**src/rtl/vga_pkg.sv**
```systemverilog
// Shared 640x480@60 timing constants, counter width and the per-axis segment type
// for the VGA sync generator.
package vga_pkg;
  localparam int CNT_W = 10;

  localparam int VGA_H_ACTIVE = 640;
  localparam int VGA_H_FP     = 16;
  localparam int VGA_H_SYNC   = 96;
  localparam int VGA_H_BP     = 48;
  localparam int VGA_H_TOTAL  = VGA_H_ACTIVE + VGA_H_FP + VGA_H_SYNC + VGA_H_BP;

  localparam int VGA_V_ACTIVE = 480;
  localparam int VGA_V_FP     = 10;
  localparam int VGA_V_SYNC   = 2;
  localparam int VGA_V_BP     = 33;
  localparam int VGA_V_TOTAL  = VGA_V_ACTIVE + VGA_V_FP + VGA_V_SYNC + VGA_V_BP;

  typedef enum logic [1:0] {ACTIVE, FRONT_PORCH, SYNC, BACK_PORCH} vga_seg_t;
endpackage

```
**src/rtl/vga_axis_counter.sv**
```systemverilog
// One timing axis: position counter plus ACTIVE/FP/SYNC/BP segment FSM.
// Exposes next-cycle values so the top can register outputs aligned to the counter.
module vga_axis_counter
  import vga_pkg::*;
#(
  parameter int ACT = 640,
  parameter int FP  = 16,
  parameter int SYN = 96,
  parameter int BP  = 48
) (
  input  logic             clk,
  input  logic             rst,
  input  logic             advance,
  output logic [CNT_W-1:0] cnt,
  output logic [CNT_W-1:0] cnt_nxt,
  output vga_seg_t         seg,
  output vga_seg_t         seg_nxt,
  output logic             wrap
);
  localparam int TOTAL = ACT + FP + SYN + BP;

  if (TOTAL > (1 << CNT_W)) begin : g_total_chk
    $error("vga_axis_counter: axis total exceeds counter range");
  end

  always_comb begin
    wrap    = advance && (cnt == CNT_W'(TOTAL - 1));
    cnt_nxt = cnt;
    seg_nxt = seg;
    if (wrap)         cnt_nxt = '0;
    else if (advance) cnt_nxt = cnt + 1'b1;
    // Segment changes on the last count of the current segment.
    if (advance) begin
      case (seg)
        ACTIVE:      if (cnt == CNT_W'(ACT - 1))             seg_nxt = FRONT_PORCH;
        FRONT_PORCH: if (cnt == CNT_W'(ACT + FP - 1))        seg_nxt = SYNC;
        SYNC:        if (cnt == CNT_W'(ACT + FP + SYN - 1))  seg_nxt = BACK_PORCH;
        BACK_PORCH:  if (cnt == CNT_W'(TOTAL - 1))           seg_nxt = ACTIVE;
        default:                                             seg_nxt = BACK_PORCH;
      endcase
    end
  end

  always_ff @(posedge clk) begin
    if (!rst) begin
      cnt <= CNT_W'(TOTAL - 1);
      seg <= BACK_PORCH;
    end else begin
      cnt <= cnt_nxt;
      seg <= seg_nxt;
    end
  end
endmodule

```
**src/rtl/vga_sync_controller.sv**
```systemverilog
// VGA timing generator: sync pins, active-video enable, row/column and start pulses.
// Define VGA_SYNC_DELAY_EN to delay hsync/vsync one cycle to match rgb_controller.
module vga_sync_controller
  import vga_pkg::*;
#(
  parameter int   H_ACTIVE = VGA_H_ACTIVE,
  parameter int   H_FP     = VGA_H_FP,
  parameter int   H_SYNC   = VGA_H_SYNC,
  parameter int   H_BP     = VGA_H_BP,
  parameter int   V_ACTIVE = VGA_V_ACTIVE,
  parameter int   V_FP     = VGA_V_FP,
  parameter int   V_SYNC   = VGA_V_SYNC,
  parameter int   V_BP     = VGA_V_BP,
  parameter logic SYNC_POL = 1'b0
) (
  input  logic             clk,
  input  logic             rst,
  output logic             hsync,
  output logic             vsync,
  output logic             en,
  output logic [CNT_W-1:0] row,
  output logic [CNT_W-1:0] column,
  output logic             frame_start,
  output logic             line_start
);
  logic [CNT_W-1:0] h_cnt, h_cnt_nxt, v_cnt, v_cnt_nxt;
  vga_seg_t         h_seg, h_seg_nxt, v_seg, v_seg_nxt;
  logic             h_wrap, v_wrap;
  logic             hs_n, vs_n, en_n, hs_r, vs_r;
  logic             unused_ok;

  vga_axis_counter #(.ACT(H_ACTIVE), .FP(H_FP), .SYN(H_SYNC), .BP(H_BP)) u_h (
    .clk(clk), .rst(rst), .advance(1'b1),
    .cnt(h_cnt), .cnt_nxt(h_cnt_nxt), .seg(h_seg), .seg_nxt(h_seg_nxt), .wrap(h_wrap)
  );

  vga_axis_counter #(.ACT(V_ACTIVE), .FP(V_FP), .SYN(V_SYNC), .BP(V_BP)) u_v (
    .clk(clk), .rst(rst), .advance(h_wrap),
    .cnt(v_cnt), .cnt_nxt(v_cnt_nxt), .seg(v_seg), .seg_nxt(v_seg_nxt), .wrap(v_wrap)
  );

  assign unused_ok = ^{h_cnt, v_cnt, h_seg, v_seg, v_wrap};

  // Decode from next-cycle counter state so registered outputs match the counters.
  always_comb begin
    hs_n = (h_seg_nxt == SYNC) ? SYNC_POL : ~SYNC_POL;
    vs_n = (v_seg_nxt == SYNC) ? SYNC_POL : ~SYNC_POL;
    en_n = (h_seg_nxt == ACTIVE) && (v_seg_nxt == ACTIVE);
  end

  always_ff @(posedge clk) begin
    if (!rst) begin
      hs_r        <= ~SYNC_POL;
      vs_r        <= ~SYNC_POL;
      en          <= 1'b0;
      row         <= '0;
      column      <= '0;
      frame_start <= 1'b0;
      line_start  <= 1'b0;
    end else begin
      hs_r        <= hs_n;
      vs_r        <= vs_n;
      en          <= en_n;
      row         <= en_n ? v_cnt_nxt : '0;
      column      <= en_n ? h_cnt_nxt : '0;
      frame_start <= (h_cnt_nxt == '0) && (v_cnt_nxt == '0);
      line_start  <= (h_cnt_nxt == '0) && (v_seg_nxt == ACTIVE);
    end
  end

`ifdef VGA_SYNC_DELAY_EN
  logic hs_d, vs_d;
  always_ff @(posedge clk) begin
    if (!rst) begin
      hs_d <= ~SYNC_POL;
      vs_d <= ~SYNC_POL;
    end else begin
      hs_d <= hs_r;
      vs_d <= vs_r;
    end
  end
  assign hsync = hs_d;
  assign vsync = vs_d;
`else
  assign hsync = hs_r;
  assign vsync = vs_r;
`endif
endmodule
```
**config.mk**
```make
export PLATFORM = sky130hd
export DESIGN_NAME = vga_sync_controller
export DESIGN_NICKNAME = d
export VERILOG_FILES = /design/src/rtl/vga_pkg.sv /design/src/rtl/vga_axis_counter.sv /design/src/rtl/vga_sync_controller.sv
export SDC_FILE = /design/constraint.sdc
export NUM_CORES = 1
export LEC_CHECK = 0
export ABC_AREA = 1
export BUFFER_PORTS_ARGS = -buffer_cell sky130_fd_sc_hd__buf_2
export CAP_MARGIN = 15
export CORE_MARGIN = 5
export CORE_UTILIZATION = 55
export CTS_BUF_LIST = sky130_fd_sc_hd__clkbuf_4
export CTS_CLUSTER_SIZE = 12
export DETAILED_ROUTE_END_ITERATION = 8
export HOLD_SLACK_MARGIN = 0.02
export PLACE_DENSITY = 0.76
export SYNTH_ARGS = -nofsm -noshare
export SYNTH_HDL_FRONTEND = slang
export SYNTH_SLANG_ARGS = --single-unit
```
**constraint.sdc**
```tcl
create_clock -name clk -period 3.81 [get_ports clk]
set_input_delay 0.381 -clock clk [delete_from_list [all_inputs] [get_ports clk]]
set_output_delay 0.381 -clock clk [all_outputs]
set_load 0.005 [all_outputs]
```
Word-level counts from Yosys, hierarchy flattened
Index checks and enable logic that the tools add are counted.
- eq/ne operators: 16
- div/mod/pow operators: 0
- add/sub/neg operators: 2
- multiply operators: 0
- mux-type cells: 16
- shifts and indexed selects: 0
- order comparisons: 0
- reductions and logical operators: 11
- bitwise gates (word level): 0
- operators with widths (kind ; count):
    10-bit equality test (second input constant) ; 5
    10-bit by 9-bit equality test with 1-bit output (second input constant) ; 3
    10-bit 2-to-1 mux ; 3
    10-bit by 1-bit adder with 10-bit output (second input constant) ; 2
    10-bit zero test ; 2
    2-bit 2-to-1 mux ; 9
    2-bit case mux with 4 select lines ; 2
    2-bit equality test (second input constant) ; 6
    2-bit zero test ; 4
    2-bit by 1-bit equality test with 1-bit output (second input constant) ; 2
    1-bit logical AND ; 4
    1-bit 2-to-1 mux ; 2
    2-bit AND reduction ; 1
- output and inout port bits: 25
- ROM bits: 0
- logic and storage cells: 56
- register bits: 49
- input bits: 2
- latch bits: 0
- bits in writable memories: 0
- memories: 0

Depth between registers and ports, before layout
- depth in word-level cells: 7
- depth in mapped cells: 13
- gate-level depth less buffers: 12

Hierarchy
From an unflattened synthesis, not the netlist that was laid out.
- cells, all modules: 360
- area total of the unflattened synthesis: 2517.4 um^2
- by module, submodules not included (module ; instances ; area an instance (um^2) ; seq. area each (um^2) ; cells an instance):
    vga_sync_controller ; 1 ; 870.8 ; 500.5 ; 97
    vga_axis_counter at u_v ; 1 ; 869.6 ; 240.2 ; 137
    vga_axis_counter at u_h ; 1 ; 777.0 ; 240.2 ; 126

Worst setup path before layout
OpenSTA, ideal clock, no wires.
- kind: reg2reg
- start point: reg u_h.cnt[0]
- end point: reg frame_start
- period minus slack after synthesis: 1757 ps
- arrival: 1693 ps
- path buffers: 0
- setup slack: 2053 ps
- cell stages (with the launch flop): 12
- cells stage by stage: dfxtp_1 -> ha_1 -> nand2_2 -> nor2_8 -> inv_2 -> nor2_8 -> nand2_1 -> xor2_1 -> nand2_1 -> nor2_1 -> nand2_1 -> nor2_1
- longest elaborated chain between the ends: 5
- ends and longest elaborated chain (element ; RTL line ; RTL):
    start, declared ; vga_axis_counter.sv:14 ; output logic [CNT_W-1:0] cnt,
    start signal, assigned ; vga_axis_counter.sv:46 ; cnt <= CNT_W'(TOTAL - 1);
    start signal, assigned ; vga_axis_counter.sv:49 ; cnt <= cnt_nxt;
    branches (longest 4 deep; another with 10-bit by 1-bit adder with 10-bit output) ; - ;
    1-bit logical AND * ; vga_sync_controller.sv:66 ; frame_start <= (h_cnt_nxt == '0) && (v_cnt_nxt == '0);
    end signal, assigned ; vga_sync_controller.sv:66 ;
    end, declared ; vga_sync_controller.sv:23 ; output logic frame_start,
Mark *: on every way between the ends.
A chain may end at the register's enable or synchronous reset.

Worst setup path after layout
- start point: reg u_h.cnt[0]
- end point: reg row[7]
- longest elaborated chain between the ends: 6
- ends and longest elaborated chain (element ; RTL line ; RTL):
    10-bit equality test (on tied branches) ; - ;
    2-bit 2-to-1 mux (on tied branches) ; - ;
    2-bit case mux with 4 select lines ; vga_axis_counter.sv:34 ; case (seg)
    2-bit zero test ; vga_sync_controller.sv:48 ; en_n = (h_seg_nxt == ACTIVE) && (v_seg_nxt == ACTIVE);
    1-bit logical AND ; vga_sync_controller.sv:48 ;
    2-bit AND reduction (no line) ; - ;
    end signal, assigned ; vga_sync_controller.sv:64 ; row <= en_n ? v_cnt_nxt : '0;
    end, declared ; vga_sync_controller.sv:21 ; output logic [CNT_W-1:0] row,
Parallel ways exist; a longest one is shown, timed or not.

==> metrics.cfg <==
[route]
drt_pass1_iterations=4
avgRoutedWirePerCell_um=11.82
drt-initial-drc-count=130
viasPerCell=5.049
maxUsedRoutingLayer=met4
met2_length_um=2252
wirelength_um=4574
met3_length_um=310
ant_nets=0
wl_met1_um=1944
via_count=1954
drc=0

[clocking]
hold_buffers=0
cts-root-buf=clkbuf_4
cts_buffer_depth=2
post_cts_resized=0
cts.clk_slew.worst_paths_ns=0.14
cts_setup_buffers=0
numCtsBuffers=5
tritoncts=built
h-tree-depth=2
cts_sinks=49
insertion_delay_ns=0.37

[die]
initial_core_util_pct=57.23
fp.coreArea_um2=4058
fp-row-count=23
ios=27
dieArea_um2=5622
fp.dieW_um=74.98
dieHeight_um=74.98

[final_layout]
nets=342
multi_input_area_um2=1120
stdcell_count=387
drive_gt1_share_pct=22.55
utilization_pct=62.07
diodes=0
area_growth_pct=8.459
fillers=372
regArea_um2=980.9

[logic_synthesis]
yosys_warnings=0
synthXorXnorAreaFrac_pct=1.886
syn_area_um2=2322
avgSynthCellArea_um2=7.443
muxShareOfSynthArea_pct=0
synth.distinct_cells=32
synth_fp_nets=318
synth_seq_cells=49
ys_seq_area_share_pct=42.24
synth_compound_area_share_pct=1.670
synthSimpleGateAreaFrac_pct=42.51
syn_inst=312
synth-adder-area-share_pct=2.155
synth_top_family_by_area=simple AND/OR/NAND/NOR gates

[outcome]
status=complete, no violations

[sta]
period_share_pct=62.71
tightest_slew_ns=0.6669
relSlewSlack_pct=55.49
setup_tns_ns=0
post-route-min-period_ns=2.389
final_hold_viol_count=0
fin_skew_ns=0.01503
setup_viol=0
max_freq_mhz=418.5
drv_slew=0
rsz0062_at_grt=false

[hold_path]
min_path_type=in2reg
hp-start=rst

[global_routing]
grt_pass1_wl_um=7893
antenna_found_initial=0
grt_max_degree=22
grt_remaining_overflow=0
grtUsageTotal_pct=18.27
grt_pass1_vias=1871

[critical_path]
crit_buf_inv=0
required_ns=4.11
path_class=reg2reg
slowest_delay_ns=0.52
critical_path.max_fanout=21
reg2reg_from=u_h.cnt[0]
cp-startpoint=u_h.cnt[0]
end_kind=flip-flop
crit_chain=ha_1 > nand2_2 > nor2_8 > nand3_4 > nor2_1 > nand2_1 > nand2_1 > nand2_2 > nor2_2 > nand3_2 > nor2_2
slowest_stage=nand3_2
worst_setup_path_start_kind=flip-flop
cp_top_family=simple AND/OR/NAND/NOR gates
arrival_ns=2.69

[job]
cap_violations=0

[power]
leakagePower_nw=1.277
finalPower_mw=1.811
peakVddDrop_uv=350.1
cellPowerDensity_nw_per_um2=718.9

[placed_design]
dp.cells=379
place.detailed.hpwl_um=3403
io_buffers=26
gp_congestion=0.8608

[registers in the layout, summed over array words and instances, names as in the netlist, 2 cells and up]
signal and flops:
column 10, row 10, u_h.cnt 10, u_h.seg 2, u_v.cnt 10, u_v.seg 2
[worst reg2reg max path: stages (launching register included)]
cell and delay, ns:
dfxtp_1 0.40, ha_1 0.23, nand2_2 0.12, nor2_8 0.17
nand3_4 0.18, nor2_1 0.18, nand2_1 0.06, nand2_1 0.07
nand2_2 0.06, nor2_2 0.09, nand3_2 0.52, nor2_2 0.25
[where the power goes]
| part | switching [mW] | internal [mW] |
|---|---|---|
| clock | 0.163 | 0.136 |
| sequential | 0.0864 | 0.599 |
| combinational | 0.560 | 0.267 |
| total | 0.809 | 1.00 |
[worst paths after layout]
check,endpoint,slack (ns),cells past startpoint
worst max register to register,row[7],1.42,11
worst min register to register,column[0],0.61,2
worst min-delay path,u_h.cnt[1],0.34,2
worst max-delay path,row[7],1.42,11
[synthesized netlist by cell type, drive strengths merged]
cell	count	area share [%]
a21oi	1	0.38
and2	1	0.27
buf	6	2.7
clkbuf	3	0.48
clkinv	2	0.32
dfxtp	49	42
ha	4	2.2
inv	37	6.0
nand2	89	15
nand3	28	7.2
nand3b	1	0.32
nand4	9	2.7
nor2	62	14
nor3	5	1.3
nor3b	1	0.54
o21ai	6	1.3
or2	3	0.81
xnor2	2	0.75
xor2	3	1.1
[routing by layer]
metal	vias up	GRT usage (%)
met1	886	21.55
met4	0	8.498
met5	-	0
met2	53	30.95
li1	1006	-
met3	9	4.673
[kinds of logic (layout without fill, tap and decap cells)]
family / after synthesis / after routing
xor+xnor: 5 / 5
compound gates: 7 / 7
buf+inv: 48 / 73
simple gates: 199 / 199
fa+ha+maj: 4 / 4
flops: 49 / 49
[metrics by stage]
step	worst slack, ns	hold slack [ns]	area, µm²
after CTS	1.379	0.3380	2519
after floorplan	2.053	0.5470	2322
after detailed placement	1.416	0.5954	2440
after global placement	1.531	0.5692	2440
after global routing	1.138	0.3294	2519
final	1.421	0.3425	2519
[placed cells by master, fill, tap and decap left out, types with 2 or more instances in the layout]
cell	Yosys	routed
dfxtp_1	49	49
ha_1	4	4
nand4_1	8	8
xnor2_1	2	2
nor2_8	2	2
nand3_1	24	24
nand2_1	81	81
o21ai_0	5	5
nor2_1	39	39
or2_2	3	3
clkinv_1	2	3
inv_1	36	36
buf_2	2	26
nand2_2	7	7
nand3_2	3	3
xor2_1	3	3
clkbuf_4	0	5
nor3_1	4	4
nor2_2	20	20
[layout make-up]
class	instances	area share [%]
Clock inverter	3	1.639
Clock buffer	5	1.490
Tap cell	50	2.484
Timing Repair Buffer	26	5.166
Multi-Input combinational cell	215	44.46
Sequential cell	49	38.95
Inverter	39	5.812
Power figures use the tool's default switching activity.
